[config.mk]
export PLATFORM = sky130hd
export DESIGN_NAME = fetch_next_pc
export DESIGN_NICKNAME = d
export VERILOG_FILES = /design/src/rtl/fetch_pkg.sv /design/src/rtl/fetch_btb.sv /design/src/rtl/fetch_next_pc.sv
export SDC_FILE = /design/constraint.sdc
export NUM_CORES = 1
export LEC_CHECK = 0
export ABC_AREA = 1
export CAP_MARGIN = 25
export CORE_MARGIN = 1.5
export CORE_UTILIZATION = 47
export DETAILED_ROUTE_END_ITERATION = 16
export PLACE_DENSITY = 0.87
export SKIP_CTS_REPAIR_TIMING = 1
export SLEW_MARGIN = 20
export SYNTH_ARGS = -nofsm -noshare
export SYNTH_HDL_FRONTEND = slang
export SYNTH_SLANG_ARGS = --single-unit
[constraint.sdc]
create_clock -name clock -period 5.9 [get_ports clock]
set_input_delay 1.18 -clock clock [delete_from_list [all_inputs] [get_ports clock]]
set_output_delay 1.18 -clock clock [all_outputs]
set_load 0.005 [all_outputs]
[src/rtl/fetch_pkg.sv]
// rtl/fetch_pkg.sv - shared opcodes, predecode classes, fetch state and packet types
package fetch_pkg;

  localparam int FETCH_XLEN = 32;

  localparam logic [6:0] OPC_JAL    = 7'b1101111;
  localparam logic [6:0] OPC_JALR   = 7'b1100111;
  localparam logic [6:0] OPC_BRANCH = 7'b1100011;

  localparam logic [4:0] LINK_RA = 5'd1;
  localparam logic [4:0] LINK_T0 = 5'd5;

  typedef enum logic [2:0] {
    CLS_NONE,
    CLS_CALL_J,
    CLS_JAL_PLAIN,
    CLS_RET,
    CLS_CALL_R,
    CLS_JALR_OTHER,
    CLS_BR
  } pd_class_e;

  typedef enum logic {
    RUN   = 1'b0,
    FLUSH = 1'b1
  } fetch_state_e;

  typedef struct packed {
    logic                  valid;
    logic [FETCH_XLEN-1:0] pc;
    logic [31:0]           inst;
    logic [FETCH_XLEN-1:0] npc;
    logic                  pred_taken;
  } if_packet_t;

  function automatic logic is_link(input logic [4:0] r);
    return (r == LINK_RA) || (r == LINK_T0);
  endfunction

  // A jalr that both writes and reads a link register is treated as a call (push only).
  function automatic pd_class_e predecode(input logic [6:0] opcode,
                                          input logic [4:0] rd,
                                          input logic [4:0] rs1);
    pd_class_e cls;
    cls = CLS_NONE;
    if (opcode == OPC_JAL) begin
      cls = is_link(rd) ? CLS_CALL_J : CLS_JAL_PLAIN;
    end else if (opcode == OPC_JALR) begin
      if (is_link(rd))                    cls = CLS_CALL_R;
      else if (rd == 5'd0 && is_link(rs1)) cls = CLS_RET;
      else                                cls = CLS_JALR_OTHER;
    end else if (opcode == OPC_BRANCH) begin
      cls = CLS_BR;
    end
    return cls;
  endfunction

endpackage

[src/rtl/fetch_btb.sv]
// rtl/fetch_btb.sv - direct-mapped branch target buffer with one commit write port
module fetch_btb #(
  parameter int XLEN        = 32,
  parameter int BTB_ENTRIES = 8,
  parameter int BTB_IDX_LEN = 3
) (
  input  logic            clock,
  input  logic            reset,
  input  logic [XLEN-1:0] lookup_pc,
  output logic            lookup_hit,
  output logic [XLEN-1:0] lookup_target,
  input  logic            wr_en,
  input  logic [XLEN-1:0] wr_pc,
  input  logic [XLEN-1:0] wr_target
);

  localparam int TAG_LEN = XLEN - BTB_IDX_LEN - 2;

  logic [BTB_ENTRIES-1:0] valid;
  logic [TAG_LEN-1:0]     tags    [BTB_ENTRIES];
  logic [XLEN-1:0]        targets [BTB_ENTRIES];

  logic [BTB_IDX_LEN-1:0] rd_idx, wr_idx;
  logic [TAG_LEN-1:0]     rd_tag, wr_tag;

  assign rd_idx = lookup_pc[BTB_IDX_LEN+1:2];
  assign rd_tag = lookup_pc[XLEN-1:BTB_IDX_LEN+2];
  assign wr_idx = wr_pc[BTB_IDX_LEN+1:2];
  assign wr_tag = wr_pc[XLEN-1:BTB_IDX_LEN+2];

  // Byte offset bits never take part in indexing or tagging.
  logic unused_offset;
  assign unused_offset = ^{lookup_pc[1:0], wr_pc[1:0]};

  // Lookup reads storage directly, so a same-index write this cycle is not seen until next cycle.
  assign lookup_hit    = valid[rd_idx] && (tags[rd_idx] == rd_tag);
  assign lookup_target = targets[rd_idx];

  // Valid bits: cleared by reset, set on commit write.
  always_ff @(posedge clock or posedge reset) begin
    if (reset) valid <= '0;
    else if (wr_en) valid[wr_idx] <= 1'b1;
  end

  // Tag/target payload: unconditional overwrite of the indexed slot.
  always_ff @(posedge clock) begin
    if (wr_en) begin
      tags[wr_idx]    <= wr_tag;
      targets[wr_idx] <= wr_target;
    end
  end

endmodule

[src/rtl/fetch_next_pc.sv]
// rtl/fetch_next_pc.sv - fetch PC generator with RAS control and optional BTB (FETCH_BTB_EN)
import fetch_pkg::*;

module fetch_next_pc #(
  parameter int              XLEN        = 32,
  parameter logic [XLEN-1:0] RESET_PC    = '0,
  parameter int              BTB_ENTRIES = 8,
  parameter int              BTB_IDX_LEN = 3
) (
  input  logic            clock,
  input  logic            reset,
  input  logic [31:0]     if_inst,
  input  logic            if_inst_valid,
  input  logic            dispatch_stall,
  input  logic            commit_mis_pred,
  input  logic [XLEN-1:0] commit_target_PC,
  input  logic            commit_btb_wr_en,
  input  logic [XLEN-1:0] commit_btb_PC,
  input  logic [XLEN-1:0] commit_btb_target,
  input  logic            read_from_ras,
  input  logic [XLEN-1:0] jal_ret_addr,
  output logic [XLEN-1:0] fetch_PC,
  output logic            if_packet_valid,
  output logic [XLEN-1:0] if_packet_PC,
  output logic [31:0]     if_packet_inst,
  output logic [XLEN-1:0] if_packet_NPC,
  output logic            if_packet_pred_taken,
  output logic            ras_push_enable,
  output logic            ras_pop_enable,
  output logic [XLEN-1:0] jal_PC_plus_4
);

  fetch_state_e    state, next_state;
  if_packet_t      pkt;
  pd_class_e       cls;
  logic            accept, btb_hit, is_call, is_jal, btb_eligible;
  logic [XLEN-1:0] pc_plus_4, jal_target, npc, btb_target;

  assign cls       = predecode(if_inst[6:0], if_inst[11:7], if_inst[19:15]);
  assign pc_plus_4 = fetch_PC + XLEN'(4);
  assign jal_target = fetch_PC + {{(XLEN-20){if_inst[31]}}, if_inst[19:12],
                                  if_inst[20], if_inst[30:21], 1'b0};

  assign is_call      = (cls == CLS_CALL_J) || (cls == CLS_CALL_R);
  assign is_jal       = (cls == CLS_CALL_J) || (cls == CLS_JAL_PLAIN);
  // Every indirect-target class may use the BTB, including a ret that found the RAS empty.
  assign btb_eligible = (cls == CLS_CALL_R) || (cls == CLS_JALR_OTHER) ||
                        (cls == CLS_BR)     || (cls == CLS_RET);

  // Reset gating keeps the combinational RAS controls quiet while reset is held.
  assign accept = ~reset & if_inst_valid & ~dispatch_stall & ~commit_mis_pred & (state == RUN);

  assign ras_push_enable = accept & is_call;
  assign ras_pop_enable  = accept & (cls == CLS_RET) & read_from_ras;
  assign jal_PC_plus_4   = ras_push_enable ? pc_plus_4 : '0;

`ifdef FETCH_BTB_EN
  fetch_btb #(
    .XLEN        (XLEN),
    .BTB_ENTRIES (BTB_ENTRIES),
    .BTB_IDX_LEN (BTB_IDX_LEN)
  ) u_btb (
    .clock         (clock),
    .reset         (reset),
    .lookup_pc     (fetch_PC),
    .lookup_hit    (btb_hit),
    .lookup_target (btb_target),
    .wr_en         (commit_btb_wr_en),
    .wr_pc         (commit_btb_PC),
    .wr_target     (commit_btb_target)
  );
`else
  assign btb_hit    = 1'b0;
  assign btb_target = '0;
  logic unused_btb;
  assign unused_btb = ^{commit_btb_wr_en, commit_btb_PC, commit_btb_target};
`endif

  // Next-PC selection: RAS return, direct jump, BTB, then sequential.
  always_comb begin
    npc = pc_plus_4;
    if ((cls == CLS_RET) && read_from_ras) npc = jal_ret_addr;
    else if (is_jal)                       npc = jal_target;
    else if (btb_eligible && btb_hit)      npc = btb_target;
  end

  // Next state: any redirect inserts a bubble; FLUSH always returns to RUN.
  always_comb begin
    next_state = RUN;
    if (commit_mis_pred) next_state = FLUSH;
  end

  // State register.
  always_ff @(posedge clock or posedge reset) begin
    if (reset) state <= RUN;
    else       state <= next_state;
  end

  // Fetch PC and packet register.
  always_ff @(posedge clock or posedge reset) begin
    if (reset) begin
      fetch_PC <= RESET_PC;
      pkt      <= '0;
    end else if (commit_mis_pred) begin
      fetch_PC  <= commit_target_PC;
      pkt.valid <= 1'b0;
    end else begin
      pkt.valid <= accept;
      if (accept) begin
        pkt.pc         <= fetch_PC;
        pkt.inst       <= if_inst;
        pkt.npc        <= npc;
        pkt.pred_taken <= (npc != pc_plus_4);
        fetch_PC       <= npc;
      end
    end
  end

  assign if_packet_valid      = pkt.valid;
  assign if_packet_PC         = pkt.pc;
  assign if_packet_inst       = pkt.inst;
  assign if_packet_NPC        = pkt.npc;
  assign if_packet_pred_taken = pkt.pred_taken;

endmodule

==> results.md, run 1 <==
* Wire per inst at 17.4 um
* Sw Ratio at 0.352
* Share of the synthesized area in the top cell type at 0.332
* Part of the power in registers at 0.349
* Internal power at 2.23 mW
* Max Slew Vio Count at 0
* Vias in the first global route at 10400
* Synth warn at 0
* Die outline width at 148 um
* Post-synth top area cell: dfrtp_1
* Hold Path Class: flip-flop to flip-flop
* Crit path max fanout at 21
* Row count at 52
* Leak at 6.96 nW
* Post-Syn Area at 9880 um2
* Worst-margin pin slew at 0.914 ns
* Initial antenna violation count at 2
* DR vias/cell at 5.33
* Top cells by area, synth: dfrtp_1 (33%), nand2_1 (26%), inv_1 (7.4%)
* Beginning of the critical path: if_inst[16]
* Fin crit share at 0.869
* I/O pins at 331
* Largest family of logic cells by synthesized area: simple AND/OR/NAND/NOR gates
* Post-synthesis adder-cell area fraction at 0.0413
* MaxCap Viol Count at 0
* Status: complete, no violations
* CTS Buf Count at 17
* First DRT Iteration DRCs at 1090
* PortBufs at 265
* Maximum vdd ir drop at 178 uV
* RSZ-0062 raised after global routing: no
* Total Routed Length at 36800 um
* Worst setup EP type: output port
* Detailed Routing Iterations Pass 1 at 6
* PwrDens at 257 nW/um2
* Worst Setup Start Kind: input port
* Worst Setup EP: jal_PC_plus_4[19]
* R2r setup slk at 2.59 ns
* Top FF cell, synth: dfrtp_1
* ANT nets after route at 0
* Simple-gate area share of the yosys netlist at 0.448
* Initial core utilization at 0.484
* Core ar. at 20400 um2
* Psw at 1.21 mW
* Synth Area in XOR/XNOR at 0.0155
* FF-to-FF End: if_packet_pred_taken
* Synthesized instance count at 1584
* Nets at 2035
* Syn_area_per_cell at 6.24 um2
* CTS Sinks at 131
* CTS tree: built
* CP arrival at 3.95 ns
* Post-synth EDFFs at 0
* Levels on crit path at 12
* First-pass GRT wire length at 55900 um
* Slew Limit Headroom at 0.391
* Worst Skew at 0.0127 ns
* Tmin final at 5.13 ns
* Final hold vios at 0
* Seq cells post-synth at 131
* Path depth of the worst reg2reg path at 22
* Syn_nets at 1783
* Clock latency on the worst-skew pair at 0.43 ns
* Clock group share of total power at 0.316
* Vias at 11300
* Hold slack at 0.479 ns
* Clk pin slew, worst setup/hold paths at 0.06 ns
* Layout area overhead at 35.5%
* Post-synthesis mux area share at 0
* Comb power frac at 0.335
* Root buffer cell: clkbuf_16
* Max Root-Sink Buffers at 2
* Die Footprint at 21900 um2
* Crit-path cells: clkdlybuf4s50_1 > nor2_1 > nand3_1 > nor2_1 > o21ai_1 > nor2_1 > a21oi_1 > nor3_1 > inv_1 > buf_16 > nor2_1 > clkdlybuf4s50_1
* Required time of the critical path at 4.72 ns
* Max Fclk at 0.195 GHz
* H-tree depth at 4
* Total track usage at 0.333
* Chip Height at 148 um
* Fraction of layout cells with a size suffix above 1 at 0.0562
* Cell mode on critical path: nor2_1
* GRT overflow at 0
* Critical path class: input port to output port
* Synth cell types at 39
* DR DRC count at 0
* Synth Area in Compound Gates at 0.0650
* CP bufs+invs at 4
* Slowest stage delay, CP at 0.52 ns
* Pin count of the biggest net entering global routing at 98
* Largest delay contributor family on the critical path: buffers and inverters
* Critical R2R Launch: fetch_PC[1]
* Register area share after synthesis at 0.332
* Final setup vio count at 0
* Detailed placement HPWL at 28300 um
* Slowest-stage cell, CP: clkdlybuf4s50_1
* Async S/R FF share, synth at 1.00
* GPL Wtd Cong at 0.956
* Setup TNS at 0 ns
synth_stat cells, types with 2 or more instances:
library cell	count
nand2_1	695
inv_1	195
nand3_1	141
dfrtp_1	131
nor2_1	121
o21ai_0	42
o211ai_1	36
clkbuf_1	32
ha_1	31
a21oi_1	20
nor3_1	20
nand3b_1	15
or2_2	11
nand2_2	10
inv_2	8
xor2_1	7
nand4_1	6
nor3_2	6
o21ai_1	6
or2_1	6
buf_2	5
nand3_2	5
nor2_2	5
xor2_2	4
buf_4	3
nor2_4	3
o21bai_1	3
xnor2_1	3
buf_1	2
buf_6	2
clkinv_1	2
tightest hold or removal path, delay by kind of cell (launching register included):
family	cells	cell delay [ns]
flops	1	0.34
simple gates	2	0.11
layout by cell type, fill, tap and decap left out, drive strengths merged:
cell type / instances
fa: 1
nand3: 146
clkbuf: 17
o21ai: 49
nand2: 706
xnor2: 3
nor2: 130
dfrtp: 131
inv: 214
xor2: 11
ha: 31
clkdlybuf4s50: 265
clkinvlp: 2
nand4: 6
nor4: 1
nor3: 27
o21bai: 3
diode: 1
nand3b: 15
o211ai: 36
bufinv: 1
buf: 12
or2: 17
nor3b: 1
clkinv: 4
a21oi: 20
per-stage QoR:
step	power (mW)	utilization	area (um2)	std cells	setup WS, ns
detailed placement	2.34	0.626	12800	2087	0.853
floorplan	1.75	-	9880	1584	1.22
global route	3.63	0.655	13400	2120	0.546
global placement	2.32	0.625	12800	2086	0.768
CTS	3.43	0.655	13400	2119	0.822
finish	3.44	0.655	13400	2120	0.771
final cells by class:
cell class,count,area [um2]
Clock inverter,15,164
Multi-Input combinational cell,1203,5640
Sequential cell,131,3280
Inverter,206,778
Tap cell,270,338
Timing Repair Buffer,277,2760
Clock buffer,17,425
Fill cell,1780,7040
Antenna cell,1,2.50
power groups by stage:
stage | Clock [mW] | Sequential [mW] | Combinational [mW]
after floorplan | 0 | 1.19 | 0.558
after global placement | 0 | 1.21 | 1.11
after detailed placement | 0 | 1.21 | 1.14
after CTS | 1.09 | 1.20 | 1.15
after global routing | 1.13 | 1.22 | 1.28
final | 1.09 | 1.20 | 1.15
registers in the layout (all words and copies together) (netlist names):
name / cells
fetch_PC: 32
if_packet_NPC: 32
if_packet_PC: 32
if_packet_inst: 32
if_packet_pred_taken: 1
if_packet_valid: 1
state: 1
how the worst min path moves through the flow:
stage	slack, ns	cells past startpoint	end	start
floorplan	0.47	2	if_packet_inst[0]	if_packet_inst[0]
global placement	0.46	2	if_packet_inst[5]	if_packet_inst[5]
detailed placement	0.47	2	if_packet_inst[31]	if_packet_inst[31]
CTS	0.48	2	if_packet_inst[9]	if_packet_inst[9]
global route	0.50	2	if_packet_NPC[26]	if_packet_NPC[26]
finish	0.48	2	if_packet_NPC[31]	if_packet_NPC[31]
per-layer routing:
| metal | wire length, um | part of all wire | GRT usage | vias up |
|---|---|---|---|---|
| met4 | 1300 | 0.035 | 0.124 | 0 |
| met2 | 16400 | 0.45 | 0.525 | 645 |
| met1 | 15000 | 0.41 | 0.449 | 5137 |
| li1 | - | - | - | 5441 |
| met5 | 0 | 0 | 0 | - |
| met3 | 4040 | 0.11 | 0.0725 | 86 |
cells by family after synthesis:
logic type               count (synthesis)
adder cells (fa/ha/maj)                 32
XOR/XNOR                                14
AO/OA/AOI/OAI                          108
AND/OR/NAND/NOR                       1049
buffers and inverters                  250
flip-flops                             131
Power figures use the tool's default switching activity.
==> run 2, diff against run 1 <==
Settings changed: CORE_UTILIZATION 47 to 45, PLACE_DENSITY 0.87 to 0.84.
==> run 2 against run 1 <==
Net effect:
- non-clock buffer count fell by 3
- first-iteration DRC count rose by 4.4%
- die area rose by 4.4%
- final cell count rose by 0.28%
- core utilization fell by 3.9 points
- count of clock-buffer cells in the layout rose by 2
- flip-flop and latch count did not move
- critical path depth did not move
- routed wire length barely moved
- critical path type unchanged
- largest power group unchanged
==> results.md, run 2 (synthesis gave the netlist of run 1 again) <==
* Slowest stage delay, CP at 0.51 ns (about the same)
* Crit-path cells: clkdlybuf4s50_1 > nor2_1 > nand3_1 > nor2_1 > o21ai_1 > nor2_1 > a21oi_1 > nor3_1 > inv_1 > buf_16 > nor2_1 > clkdlybuf4s50_1
* RSZ-0062 raised after global routing: no
* Max Slew Vio Count at 0 (unchanged)
* Critical path class: input port to output port
* Pre-CTS setup slack at 0.764 ns (-0.0888 ns)
* Hold slack at 0.477 ns (-0.00251 ns)
* Slowest-stage cell, CP: clkdlybuf4s50_1
* Detailed Routing Iterations Pass 1 at 6 (unchanged)
* CTS tree: built
* Slew Limit Headroom at 0.408 (+0.0178)
* Root buffer cell: clkbuf_16
* First-pass GRT wire length at 56100 um (+0.37%)
* Total track usage at 0.324 (-0.00967)
* ANT nets after route at 0 (unchanged)
* Crit path max fanout at 21 (unchanged)
* Fraction of layout cells with a size suffix above 1 at 0.0553 (-0.000992)
* CP arrival at 3.97 ns (+0.02 ns)
* Fin crit share at 0.873 (+0.00390)
* Final setup vio count at 0 (unchanged)
* PortBufs at 265 (unchanged)
* Layout area overhead at 35.4% (about the same)
* Chip Height at 151 um (+2.2%)
* Row count at 54 (+3.8%)
* Top sig layer: met4
* Required time of the critical path at 4.72 ns (about the same)
* Leak at 6.94 nW (-0.28%)
* Worst Skew at 0.0172 ns (+0.00454 ns)
* Status: complete, no violations
* Setup TNS at 0 ns (unchanged)
* Wire length on met2 at 16700 um (+1.6%)
* Antenna diodes at 0 (-1)
* Nets at 2032 (-0.15%)
* Max Root-Sink Buffers at 2 (unchanged)
* H-tree depth at 4 (unchanged)
* Initial antenna violation count at 0 (-2)
* Beginning of the critical path: if_inst[16]
* Clock latency on the worst-skew pair at 0.44 ns (about the same)
* Worst Setup Start Kind: input port
* Die outline width at 151 um (+2.2%)
* DR vias/cell at 5.37 (+0.62%)
* I/O pins at 331 (unchanged)
* Met3 WL at 3860 um (-4.3%)
* Detailed placement HPWL at 28000 um (-0.81%)
* DR DRC count at 0 (unchanged)
* Max Fclk at 0.194 GHz (-0.45%)
* Largest delay contributor family on the critical path: buffers and inverters
* Hold Path Class: flip-flop to flip-flop
* Worst-margin pin slew at 0.887 ns (-0.0267 ns)
* Wire per inst at 17.3 um (-0.34%)
* Vias in the first global route at 10600 (+1.5%)
* Worst setup EP type: output port
* Core ar. at 21700 um2 (+6.2%)
* Most frequent cells in the layout: nand2_1 (695), clkdlybuf4s50_1 (265), inv_1 (193)
* Total Routed Length at 36800 um (about the same)
* Vias at 11400 (+0.90%)
* Maximum vdd ir drop at 192 uV (+8.2%)
* Leading cell type in the layout, fill and taps excluded: nand2_1
* Cell mode on critical path: nor2_1
* M1 WL at 15000 um (-0.43%)
* Tmin final at 5.15 ns (+0.0230 ns)
* CP bufs+invs at 4 (unchanged)
* PnR worst setup slack at 0.748 ns (-0.0230 ns)
* PwrDens at 258 nW/um2 (+0.29%)
* CTS Sinks at 131 (unchanged)
* Critical R2R Launch: fetch_PC[1]
* Final core utilization at 0.617 (-0.0386)
* GRT overflow at 0 (unchanged)
* Clk pin slew, worst setup/hold paths at 0.06 ns (about the same)
* CTS Buf Count at 17 (unchanged)
* Die Footprint at 22800 um2 (+4.4%)
* MaxCap Viol Count at 0 (unchanged)
* Pin count of the biggest net entering global routing at 98 (unchanged)
* Initial core utilization at 0.455 (-0.0281)
* First DRT Iteration DRCs at 1138 (+4.4%)
* GPL Wtd Cong at 0.966 (+0.99%)
* Final hold vios at 0 (unchanged)
* Hold Startpoint: if_packet_inst[13]
-- run 2: cell types whose count changed in the layout (fill, tap and decap cells not counted), sizes merged --
cell	before	now
clkbuf	17	19
clkinv	4	3
clkinvlp	2	3
buf	12	9
inv	214	212
diode	1	0
-- run 2: final timing paths --
kind / endpoint / slack (ns) / cells past startpoint
max: jal_PC_plus_4[5] / 0.75 / 12
min: if_packet_inst[13] / 0.48 / 2
max reg2reg: if_packet_pred_taken / 2.71 / 22
min reg2reg: if_packet_inst[13] / 0.48 / 2
max in group asynchronous: if_packet_NPC[27] / 3.61 / 3
min in group asynchronous: if_packet_PC[1] / 1.15 / 2
-- run 2: stage by stage --
stage | cell area, um2 | total power [mW] | std cells
after floorplan | 9880 | 1.75 | 1584
after global placement | 12800 | 2.32 | 2093
after detailed placement | 12800 | 2.35 | 2094
after CTS | 13400 | 3.44 | 2126
after global routing | 13400 | 3.64 | 2126
final | 13400 | 3.45 | 2126
-- run 2: cell type report --
cell class | count | area [um2]
inverter | 206 | 778
clock inverter | 13 | 136
fill | 1951 | 8310
multi-input combinational | 1203 | 5640
tap | 280 | 350
clock buffer | 19 | 453
timing repair buffer | 274 | 2740
sequential | 131 | 3280
-- run 2: metal layers --
layer / GRT usage / vias to the layer above
li1: - / 5445
met1: 0.437 / 5290
met2: 0.509 / 593
met3: 0.0620 / 83
met4: 0.132 / 0
met5: 0 / -
-- run 2: where the power goes --
| part | total (mW) | switching, mW | internal (mW) |
|---|---|---|---|
| combinational | 1.16 | 0.589 | 0.567 |
| sequential | 1.20 | 0.144 | 1.06 |
| clock | 1.09 | 0.472 | 0.617 |
-- run 2: worst reg2reg max path: cells and delay by family (launching register included) --
kind | cells | cell delay [ns]
adder cells (fa/ha/maj) | 2 | 0.72
flip-flops | 1 | 0.44
AND/OR/NAND/NOR | 20 | 1.94
==> run 3, diff against run 2 <==
Settings changed: TNS_END_PERCENT from default to 10.
==> results of run 3 <==
Same layout as run 2: the final DEF is identical, and so are final timing and power.
